$ cat config.mk
export PLATFORM = sky130hd
export DESIGN_NAME = noc_packet_injector
export DESIGN_NICKNAME = d
export VERILOG_FILES = /design/src/rtl/noc_packet_injector.sv
export SDC_FILE = /design/constraint.sdc
export NUM_CORES = 1
export LEC_CHECK = 0
export ABC_CLOCK_PERIOD_IN_PS = 2500
export CAP_MARGIN = 20
export CELL_PAD_IN_SITES_DETAIL_PLACEMENT = 1
export CELL_PAD_IN_SITES_GLOBAL_PLACEMENT = 2
export CORE_ASPECT_RATIO = 1.75
export CORE_MARGIN = 8
export CORE_UTILIZATION = 30
export DETAILED_ROUTE_END_ITERATION = 6
export PLACE_DENSITY_LB_ADDON = 0.1
export SYNTH_ARGS = -nofsm -noshare
export SYNTH_HDL_FRONTEND = slang
export SYNTH_SLANG_ARGS = --single-unit
$ cat constraint.sdc
create_clock -name clk -period 2.5 [get_ports clk]
set_input_delay 0.5 -clock clk [delete_from_list [all_inputs] [get_ports clk]]
set_output_delay 0.5 -clock clk [all_outputs]
set_load 0.02 [all_outputs]
$ cat src/rtl/noc_packet_injector.sv
// noc_packet_injector: source-side network interface for the XY-routed NoC.
// Stamps this node's coordinates onto PE requests and buffers them in a small FIFO.
// It then injects them into the local router over a 4-phase req/ack link.
// Packet layout: [34:33] src_x, [32:31] src_y, [30:29] dst_x, [28:27] dst_y, [26:0] payload.

module noc_packet_injector #(
  parameter int WIDTH = 35,
  parameter int MY_X  = 0,
  parameter int MY_Y  = 0,
  parameter int DEPTH = 4
) (
  input  logic             clk,
  input  logic             rst_n,
  input  logic             pe_valid,
  output logic             pe_ready,
  input  logic [1:0]       pe_dst_x,
  input  logic [1:0]       pe_dst_y,
  input  logic [WIDTH-9:0] pe_payload,
  output logic             link_req,
  input  logic             link_ack,
  output logic [WIDTH-1:0] link_data,
  output logic [15:0]      pkt_count,
  output logic             busy
);

  localparam int AW = $clog2(DEPTH);
  localparam logic [AW:0] FULL_OCC = (AW+1)'(DEPTH);
  localparam logic [1:0] SRC_X = 2'(MY_X);
  localparam logic [1:0] SRC_Y = 2'(MY_Y);

  localparam logic [1:0] ST_IDLE    = 2'd0;
  localparam logic [1:0] ST_REQ     = 2'd1;
  localparam logic [1:0] ST_RELEASE = 2'd2;

  logic [WIDTH-1:0] fifo_mem [DEPTH];
  logic [AW-1:0]    wr_ptr;
  logic [AW-1:0]    rd_ptr;
  logic [AW:0]      occ;
  logic             ack_meta;
  logic             ack_s;
  logic [1:0]       state;
  logic [15:0]      pkt_cnt_q;
  logic             push;
  logic             pop;
  logic             fifo_empty;
  logic             hs_done;

  // pe_ready comes purely from registered occupancy, so a pop on the same edge cannot open it early.
  assign fifo_empty = (occ == '0);
  assign pe_ready   = (occ != FULL_OCC);
  assign push       = pe_valid & pe_ready;
  assign hs_done    = (state == ST_RELEASE) & ~ack_s;
  assign pop        = ~fifo_empty & ((state == ST_IDLE) | hs_done);
  assign busy       = (state != ST_IDLE) | ~fifo_empty;
  assign pkt_count  = pkt_cnt_q;

  // Two-flop synchronizer for the acknowledge coming from the asynchronous router fabric
  always_ff @(posedge clk or negedge rst_n) begin
    if (!rst_n) begin
      ack_meta <= 1'b0;
      ack_s    <= 1'b0;
    end else begin
      ack_meta <= link_ack;
      ack_s    <= ack_meta;
    end
  end

  // FIFO storage: the tail is written with the source coordinates stamped in front
  always_ff @(posedge clk) begin
    if (push) begin
      fifo_mem[wr_ptr] <= {SRC_X, SRC_Y, pe_dst_x, pe_dst_y, pe_payload};
    end
  end

  // FIFO pointers wrap naturally at DEPTH; occupancy holds when push and pop coincide
  always_ff @(posedge clk or negedge rst_n) begin
    if (!rst_n) begin
      wr_ptr <= '0;
      rd_ptr <= '0;
      occ    <= '0;
    end else begin
      if (push) wr_ptr <= wr_ptr + AW'(1);
      if (pop)  rd_ptr <= rd_ptr + AW'(1);
      if (push && !pop) begin
        occ <= occ + (AW+1)'(1);
      end else if (!push && pop) begin
        occ <= occ - (AW+1)'(1);
      end
    end
  end

  // Handshake FSM: link_data is loaded only on a pop and stays frozen through REQ and RELEASE
  always_ff @(posedge clk or negedge rst_n) begin
    if (!rst_n) begin
      state     <= ST_IDLE;
      link_req  <= 1'b0;
      link_data <= '0;
      pkt_cnt_q <= '0;
    end else begin
      case (state)
        ST_IDLE: begin
          if (pop) begin
            link_data <= fifo_mem[rd_ptr];
            link_req  <= 1'b1;
            state     <= ST_REQ;
          end
        end
        ST_REQ: begin
          if (ack_s) begin
            link_req <= 1'b0;
            state    <= ST_RELEASE;
          end
        end
        ST_RELEASE: begin
          if (hs_done) begin
            if (pkt_cnt_q != 16'hFFFF) pkt_cnt_q <= pkt_cnt_q + 16'd1;
            if (pop) begin
              link_data <= fifo_mem[rd_ptr];
              link_req  <= 1'b1;
              state     <= ST_REQ;
            end else begin
              state <= ST_IDLE;
            end
          end
        end
        default: begin
          link_req <= 1'b0;
          state    <= ST_IDLE;
        end
      endcase
    end
  end

endmodule
==> results, run 1 <==
- The number of gates resized after CTS is 1.
- The total overflow reported by the global router is 0.
- After filler insertion, the fill cell instance count of the layout stands at 2314.
- The later pin in the worst-skew pair is clocked with a latency of 0.43 ns.
- The total via count after detailed routing is 3533.
- The hold violation total from the final report is 0.
- The number of different library cells in the post-synthesis netlist is 37.
- STA classifies the critical path startpoint as a flip-flop.
- The H-tree depth is 4.
- The final layout contains routed wiring with a total length of 15800 um.
- The number of antenna diodes in the final layout is 0.
- Of the total power, the clock network draws 25.6%.
- The number of design rule violations left after detail routing is 0.
- The number of design-rule violations left by the first detailed-router iteration is 143.
- The critical register-to-register path endpoint is pkt_count[14]$_DFFE_PN0P_.
- TritonCTS built the clock tree.
- Once detailed placement completed, the half-perimeter wirelength came to 10200 um.
- The weighted congestion at the end of routability-driven global placement is 0.668.
- In this run the static leakage power is 3.22 nW.
- The worst-case setup slack after placement is 0.111 ns.
- The number of max-slew violations in the final report was 0.
- Buffers added to address setup during post-CTS repair amount to 0.
- The die is 132 um wide.
- The tightest min-delay check is of the primary input to async pin type.
- Of the cells placed in the final design, the portion with a size suffix greater than 1 is 27.3%.
- Tracing the worst setup path back leads to its startpoint at occ[0]$_DFFE_PN0P_.
- The count of nets left with antenna violations once routing finished came out at 0.
- Data on the critical path is required at its endpoint by 2.00 ns.
- The number of top-level design ports is 89.
- Summed over all failing endpoints, the final setup total negative slack is 0 ns.
- Net switching is 29.9% of the power.
- The final critical delay including setup and external delays is 2.32 ns.
- The first global-routing pass estimated 24900 um of wire.
- The clock buffer count from CTS is 17.
- The count of buffers added on input and output ports is 84.
- Entering global routing, the biggest net connects 34 pins.
- The number of cells produced by synthesis is 356.
- The clock transition at the registers of the reported paths is 0.06 ns.
- Based on the critical path, the design can be clocked at up to 430 MHz.
- The synthesized area divided by synthesized cell count is 19.8 um^2.
- The clock tree root driver cell is sky130_fd_sc_hd__clkbuf_16.
- The longest clock path from root to sink contains 2 buffers.
- The hold buffer count at cts is 0.
- The growth of design area from synthesis to finish is 27.7%.
- The sequential fraction of the synthesis area is 73.7%.
- Between clock sinks in the finished design, the worst skew comes to 0.00594 ns.
- At the end of the flow the core is filled with cells to 38.8%.
- Row generation in the floorplan step produced 74 rows.
- The sequential cells in the finished layout cover a total of 5200 um^2.
- In the final routed layout, each cell accounts on average for 20.4 um.
- The reg-to-reg startpoint is pkt_count[0]$_DFFE_PN0P_.
- For this run, the detailed router's first-pass iteration total came to 6.
- STA puts the critical path data arrival time at 1.82 ns.
- Once the floorplan was initialized, standard cells occupied 30.4% of the core.
- Internal power comes to 0.00767 W.
- The core area is 23200 um^2.
- In the global route stage, overall resource usage came out at 11.6%.
- The top cell type by total area after synthesis is sky130_fd_sc_hd__edfxtp_1.
- The setup slack on the worst flop-to-flop path is 0.44 ns.
- The layout net count is 501.
- The run finished with clean final reports.
- For this design, the sink count on the clock tree is 183.
- The post-synthesis cell area is 7060 um^2.
- Across all setup checks in the final design, the least slack found is 0.177 ns.
- The top cell type by area accounts for 52.8% of the synthesized area.
- For the worst flop-to-flop path, the logic depth is 5.
- The portion of the clock cycle consumed by the worst path in the final layout is 92.9%.
- Sorting the synthesized cells by area gives the leading types as sky130_fd_sc_hd__edfxtp_1 (53%), sky130_fd_sc_hd__dfrtp_1 (21%), sky130_fd_sc_hd__mux4_2 (9.9%).
- Setup repair after global routing left no endpoint under its margin.
- The critical path in this run is classified as flip-flop to primary output.
- The Yosys step of the flow raised 0 warnings.
- The worst slew margin relative to its limit is 62.4%.
- The overall die height is 219 um.
- After detailed routing, the number of vias per cell comes to 4.55.
- The sequential share of power is 42.1%.
- Setup violations remaining at the end of the flow were counted as 0.
- The tool flagged a number of max-cap violations equal to 0.
- The via count of the first global-routing pass is 4187.
- In this run the power density over the cells is 1220 nW/um^2.
- The maximum vdd drop is 0.000552 V.
- The net switching component of the power is 0.00328 W.
- The synthesized design contains 183 register bits.
- The area of the die is 28900 um^2.
- The number of antenna violations at the first check in global routing came to 0.
- Along the worst path, the maximum fanout reaches 4.
- For the pin with the worst max-slew slack, the measured transition is 0.563 ns.
- Of the total power, combinational logic draws 32.3%.
- The worst setup path is captured at a primary output.
- The multi-input combinational cells in the finished layout cover a total of 1760 um^2.
[metrics by stage]
step / area, um^2 / cells / hold slack [ns] / power, W
3_3_place_gp: 8390 / 744 / 0.339 / 0.00825
6_report: 9010 / 776 / 0.0260 / 0.0110
2_1_floorplan: 7070 / 359 / 0.204 / 0.00671
5_1_grt: 9010 / 776 / 0.0503 / 0.0116
4_1_cts: 9010 / 776 / 0.0271 / 0.0112
3_5_place_dp: 8390 / 744 / 0.345 / 0.00835
[worst max-delay path, cell delays in order (launching register included)]
cell and delay, ns:
sky130_fd_sc_hd__dfrtp_1 0.44, sky130_fd_sc_hd__nor3_2 0.30, sky130_fd_sc_hd__nand2_1 0.10, sky130_fd_sc_hd__clkdlybuf4s50_1 0.55
[cells in the final DEF (no fill, tap or decap), drive strengths merged]
| cell | instances |
|---|---|
| nand2b | 1 |
| o21ai | 1 |
| dfrtp | 59 |
| and2 | 3 |
| xnor2 | 4 |
| nor4 | 7 |
| nor2 | 5 |
| buf | 15 |
| fa | 1 |
| nand3 | 2 |
| clkbuf | 18 |
| nand4 | 5 |
| ha | 6 |
| xor2 | 16 |
| conb | 4 |
| nand2 | 13 |
| or2 | 1 |
| nor4b | 1 |
| mux4 | 31 |
| clkinv | 8 |
| clkinvlp | 2 |
| edfxtp | 124 |
| inv | 4 |
| o21a | 1 |
| a211oi | 1 |
| and3 | 7 |
| bufinv | 4 |
| clkdlybuf4s50 | 83 |
| nor3b | 1 |
| mux2 | 36 |
| nor3 | 7 |
| or3b | 1 |
[registers in the layout (all words and copies together), names as in the netlist]
name and cells:
rd_ptr 2, link_req 1, pkt_count 16, occ 3, ack_s 1, fifo_mem 124
link_data 31, ack_meta 1, wr_ptr 2, state 2
[worst max path at each step]
stage	end	slack, ns	cells past startpoint
after floorplan	occ[1]$_DFFE_PN0P_	0.28	7
after global placement	occ[2]$_DFFE_PN0P_	0.21	8
after detailed placement	occ[2]$_DFFE_PN0P_	0.11	8
after CTS	busy	0.11	3
after global routing	busy	0.06	3
final	busy	0.18	3
[cell type report]
cell class / instances / area share [%]
Tap cell: 304 / 4.22
Inverter: 4 / 0.167
Clock buffer: 18 / 4.87
Sequential cell: 183 / 57.7
Clock inverter: 14 / 2.01
Multi-Input combinational cell: 155 / 19.6
Timing Repair Buffer: 98 / 11.4
[kinds of logic after synthesis]
| group | count (synthesis) | synth area share [%] |
|---|---|---|
| AO/OA/AOI/OAI | 3 | 0.355 |
| flip-flops | 183 | 73.7 |
| buffers and inverters | 21 | 1.84 |
| AND/OR/NAND/NOR | 54 | 4.59 |
| adder cells (fa/ha/maj) | 7 | 1.35 |
| XOR/XNOR | 20 | 2.48 |
| multiplexers | 67 | 15.6 |
| other | 1 | 0.0531 |
[routing by layer]
metal  vias up  share of wire, %  global-route usage [%]  wire, um
met5         -                 0                       0         0
met4         0               1.5                    4.96       239
met3        13               3.6                    3.02       574
met2        70                58                    22.3      9170
met1      1872                37                    11.6      5850
li1       1578                 -                       -         -
[power groups by stage]
stage / combinational (W) / clock, W / sequential, W
final: 0.00354 / 0.00281 / 0.00461
after global routing: 0.00383 / 0.00300 / 0.00473
after CTS: 0.00367 / 0.00290 / 0.00465
after detailed placement: 0.00365 / 0 / 0.00470
after global placement: 0.00360 / 0 / 0.00466
after floorplan: 0.00191 / 0 / 0.00481
[synthesized netlist by cell type, drive strengths merged]
master	n
or3b	1
o21ai	1
nor3	7
nor4	7
xor2	16
a211oi	1
clkbuf	2
nand2	13
and3	7
dfrtp	59
and2	3
fa	1
mux2	36
nand2b	1
nand4	5
inv	4
ha	6
nand3	2
conb	1
nor4b	1
edfxtp	124
mux4	31
buf	15
o21a	1
nor2	5
or2	1
nor3b	1
xnor2	4
No activity file was read; power rests on OpenSTA's default activity.
==> run 2, diff against run 1 <==
Settings changed: ABC_CLOCK_PERIOD_IN_PS 2500 to 2800.
Clock period 2.5 ns to 2.8 ns, I/O delays scaled along.
==> results, run 2 (synthesis results as in run 1) <==
- The total via count after detailed routing is 3514 (-0.54%).
- The pin slew with the least headroom to its limit is 0.678 ns (+0.114 ns).
- The fraction of power spent switching nets is 29.8% (-0.17 points).
- The type of origin of the critical path is a flip-flop.
- The number of max-slew violations in the final report is 0 (unchanged).
- The worst hold slack is 0.106 ns (+0.0797 ns).
- The number of gates resized after CTS is 0 (-1).
- The wire length of the first global-routing pass came to 24300 um (-2.2%).
- The average wire per standard cell is 20.2 um (-1.2%).
- The worst setup path is of the flip-flop to primary output kind.
- The number of antenna violations at the first check in global routing is 0 (unchanged).
- Derived from the worst setup path, the maximum achievable clock frequency is 393 MHz.
- The maximum number of pins on one net before global-route repair is 37 (+8.8%).
- The net switching component of the power is 0.00287 W (-13%).
- The fraction of the core area covered by cells at the end of the flow is 38.4% (-0.34 points).
- Clock tree synthesis selected as its root buffer the cell sky130_fd_sc_hd__clkbuf_16.
- Ranked by flip-flop count, first place goes to fifo_mem.
- Subtracting the final worst setup slack from the clock period gives 2.54 ns.
- The count of buffers inserted at the top-level ports is 84 (unchanged).
- The clock buffer count from CTS is 17 (unchanged).
- STA classifies the critical path endpoint as a primary output.
- The overall die height is 219 um (unchanged).
- The post-route antenna net violation count is 0 (unchanged).
- The via count of the first global-routing pass came to 4077 (-2.6%).
- The detailed placer's ending HPWL is 9950 um (-2.4%).
- The final routed wirelength across all metal layers is 15600 um (-1.7%).
- The power density over the cells is 1080 nW/um^2 (-11%).
- After layout, the worst path uses 90.8% of the clock period.
- The number of buffers inserted to repair setup after CTS came to 0 (unchanged).
- The H-tree depth is 4 (unchanged).
- The combined global-route utilization of all metal layers is 11.4% (-0.24 points).
- The number of iterations in the first detailed-routing pass is 4 (-2).
- The class of the tightest hold or removal check is primary input to async pin.
- The site row count is 74 (unchanged).
- The setup violation total in the final timing report is 0 (unchanged).
- The per-cell via count in the routed design is 4.55 (about the same).
- The signal on the critical path passes through nor3_1, nand2_1, clkdlybuf4s50_1.
- The maximum clock skew at final layout is 0.00758 ns (+0.00164 ns).
- The data required time at the worst endpoint is 2.24 ns (+0.24 ns).
- The largest driver fanout on the critical path is 4 (unchanged).
- The number of top-level design ports is 89 (unchanged).
- Leaving out fill and tap cells, the most frequent cell in the layout is sky130_fd_sc_hd__edfxtp_1.
- Among cell families on the critical path, the largest total delay comes from simple AND/OR/NAND/NOR gates.
- The initial cell density of the core is 30.4% (unchanged).
- The number of buffer and inverter stages on the critical path is 1 (unchanged).
- The TritonCTS sink count is 183 (unchanged).
- The length of routed wiring on met1 is 5680 um (-2.9%).
- Signal routing reaches up to met4.
- In the layout the commonest cells are sky130_fd_sc_hd__edfxtp_1 (124), sky130_fd_sc_hd__clkdlybuf4s50_1 (83), sky130_fd_sc_hd__dfrtp_1 (57), sky130_fd_sc_hd__mux2_2 (36), sky130_fd_sc_hd__mux4_2 (31).
- The share of power burned in combinational logic is 32.7% (+0.4 points).
- The data arrival time of the worst path is 1.98 ns (+0.16 ns).
- The clock transition at the registers of the reported paths is 0.07 ns (about the same).
- The worst slew margin relative to its limit is 54.8% (-7.6 points).
- The growth of design area from synthesis to finish is 26.6%.
- The final antenna diode count is 0 (unchanged).
- The area of the die is 28900 um^2 (unchanged).
- The cell type of the slowest stage on the worst timing path is sky130_fd_sc_hd__clkdlybuf4s50_1.
- The summed negative setup slack over all endpoints was 0 ns (unchanged).
- The largest stage delay on the critical path is 0.56 ns (about the same).
- The number of maximum-capacitance constraint violations is 0 (unchanged).
- The layout net count is 497 (-0.80%).
- The hold violation total from the final report is 0 (unchanged).
- The core area is 23200 um^2 (unchanged).
- The sum of met2 wire segment lengths after detailed routing came to 9050 um (-1.3%).
- The amount of wire on met3 after detailed routing is 596 um (+3.8%).
- The total overflow reported by the global router was 0 (unchanged).
- The ratio of cells with drive above 1 in the final layout was 25.9% (-1.5 points).
- The clock group share of total power is 25.3% (-0.3 points).
- TritonCTS built the clock tree.
- The maximum vdd drop is 0.000384 V (-30%).
- Setup repair after global routing left no endpoint under its margin.
- The number of design-rule violations left by the first detailed-router iteration is 135 (-5.6%).
- The maximum buffer depth of the clock tree is 2 (unchanged).
- The leakage power came to 3.19 nW (-1.0%).
- The number of design rule violations left after detail routing is 0 (unchanged).
- The hold buffer count at cts was 0 (unchanged).
- The internal power contribution is 0.00677 W (-12%).
- The run finished with clean final reports.
- The number of flip-flops in the largest register came to 124 (unchanged).
- The weighted congestion at the end of routability-driven global placement is 0.665 (-0.45%).
- The insertion delay of the later-clocked pin in the worst-skew pair came to 0.43 ns (about the same).
- The horizontal die dimension is 132 um (unchanged).
- The sequential share of power is 42.0% (about the same).
run 2: worst register-to-register path, delay by kind of cell (launching register included):
family,cells,cell delay (ns)
compound gates,1,0.06
xor+xnor,2,0.31
flops,1,0.43
simple gates,2,0.56
fa+ha+maj,2,0.58
buf+inv,2,0.20
run 2: path summary, 6_finish.rpt:
kind	to	slack, ns	from	cells past startpoint
max in group asynchronous	link_data[30]$_DFFE_PN0P_	2.06	rst_n	2
min in group clk	ack_s$_DFF_PN0_	0.36	ack_meta$_DFF_PN0_	0
worst min register to register	ack_s$_DFF_PN0_	0.36	ack_meta$_DFF_PN0_	0
worst min-delay path	link_data[7]$_DFFE_PN0P_	0.11	rst_n	1
worst max-delay path	busy	0.26	occ[1]$_DFFE_PN0P_	3
worst max register to register	occ[2]$_DFFE_PN0P_	0.58	occ[1]$_DFFE_PN0P_	9
run 2: final cells by class:
class / instances / area [um^2]
well taps: 304 / 380
fillers: 2316 / 14300
clock inverters: 10 / 126
clock buffers: 22 / 474
multi-input cells: 155 / 1760
inverters: 4 / 15.0
flip-flops and latches: 183 / 5200
repair buffers: 94 / 976
run 2: power by group through the flow:
stage	sequential, W	combinational, W	clock [W]
detailed placement	0.00412	0.00327	0
floorplan	0.00429	0.00170	0
global placement	0.00409	0.00322	0
CTS	0.00407	0.00328	0.00252
global route	0.00414	0.00344	0.00262
finish	0.00404	0.00315	0.00244
run 2: per-stage QoR:
stage	area (um^2)	power, W	worst slack [ns]	instances
6_report	8930	0.00963	0.257	772
4_1_cts	8930	0.00988	0.180	772
5_1_grt	8930	0.0102	0.0251	772
3_5_place_dp	8330	0.00740	0.297	740
3_3_place_gp	8330	0.00731	0.339	740
2_1_floorplan	7070	0.00599	0.583	359
run 2: per-layer routing:
metal	vias to the layer above	global-route usage (%)
met5	-	0
met4	0	4.62
met3	15	3.18
met2	65	22.0
met1	1867	11.1
li1	1567	-
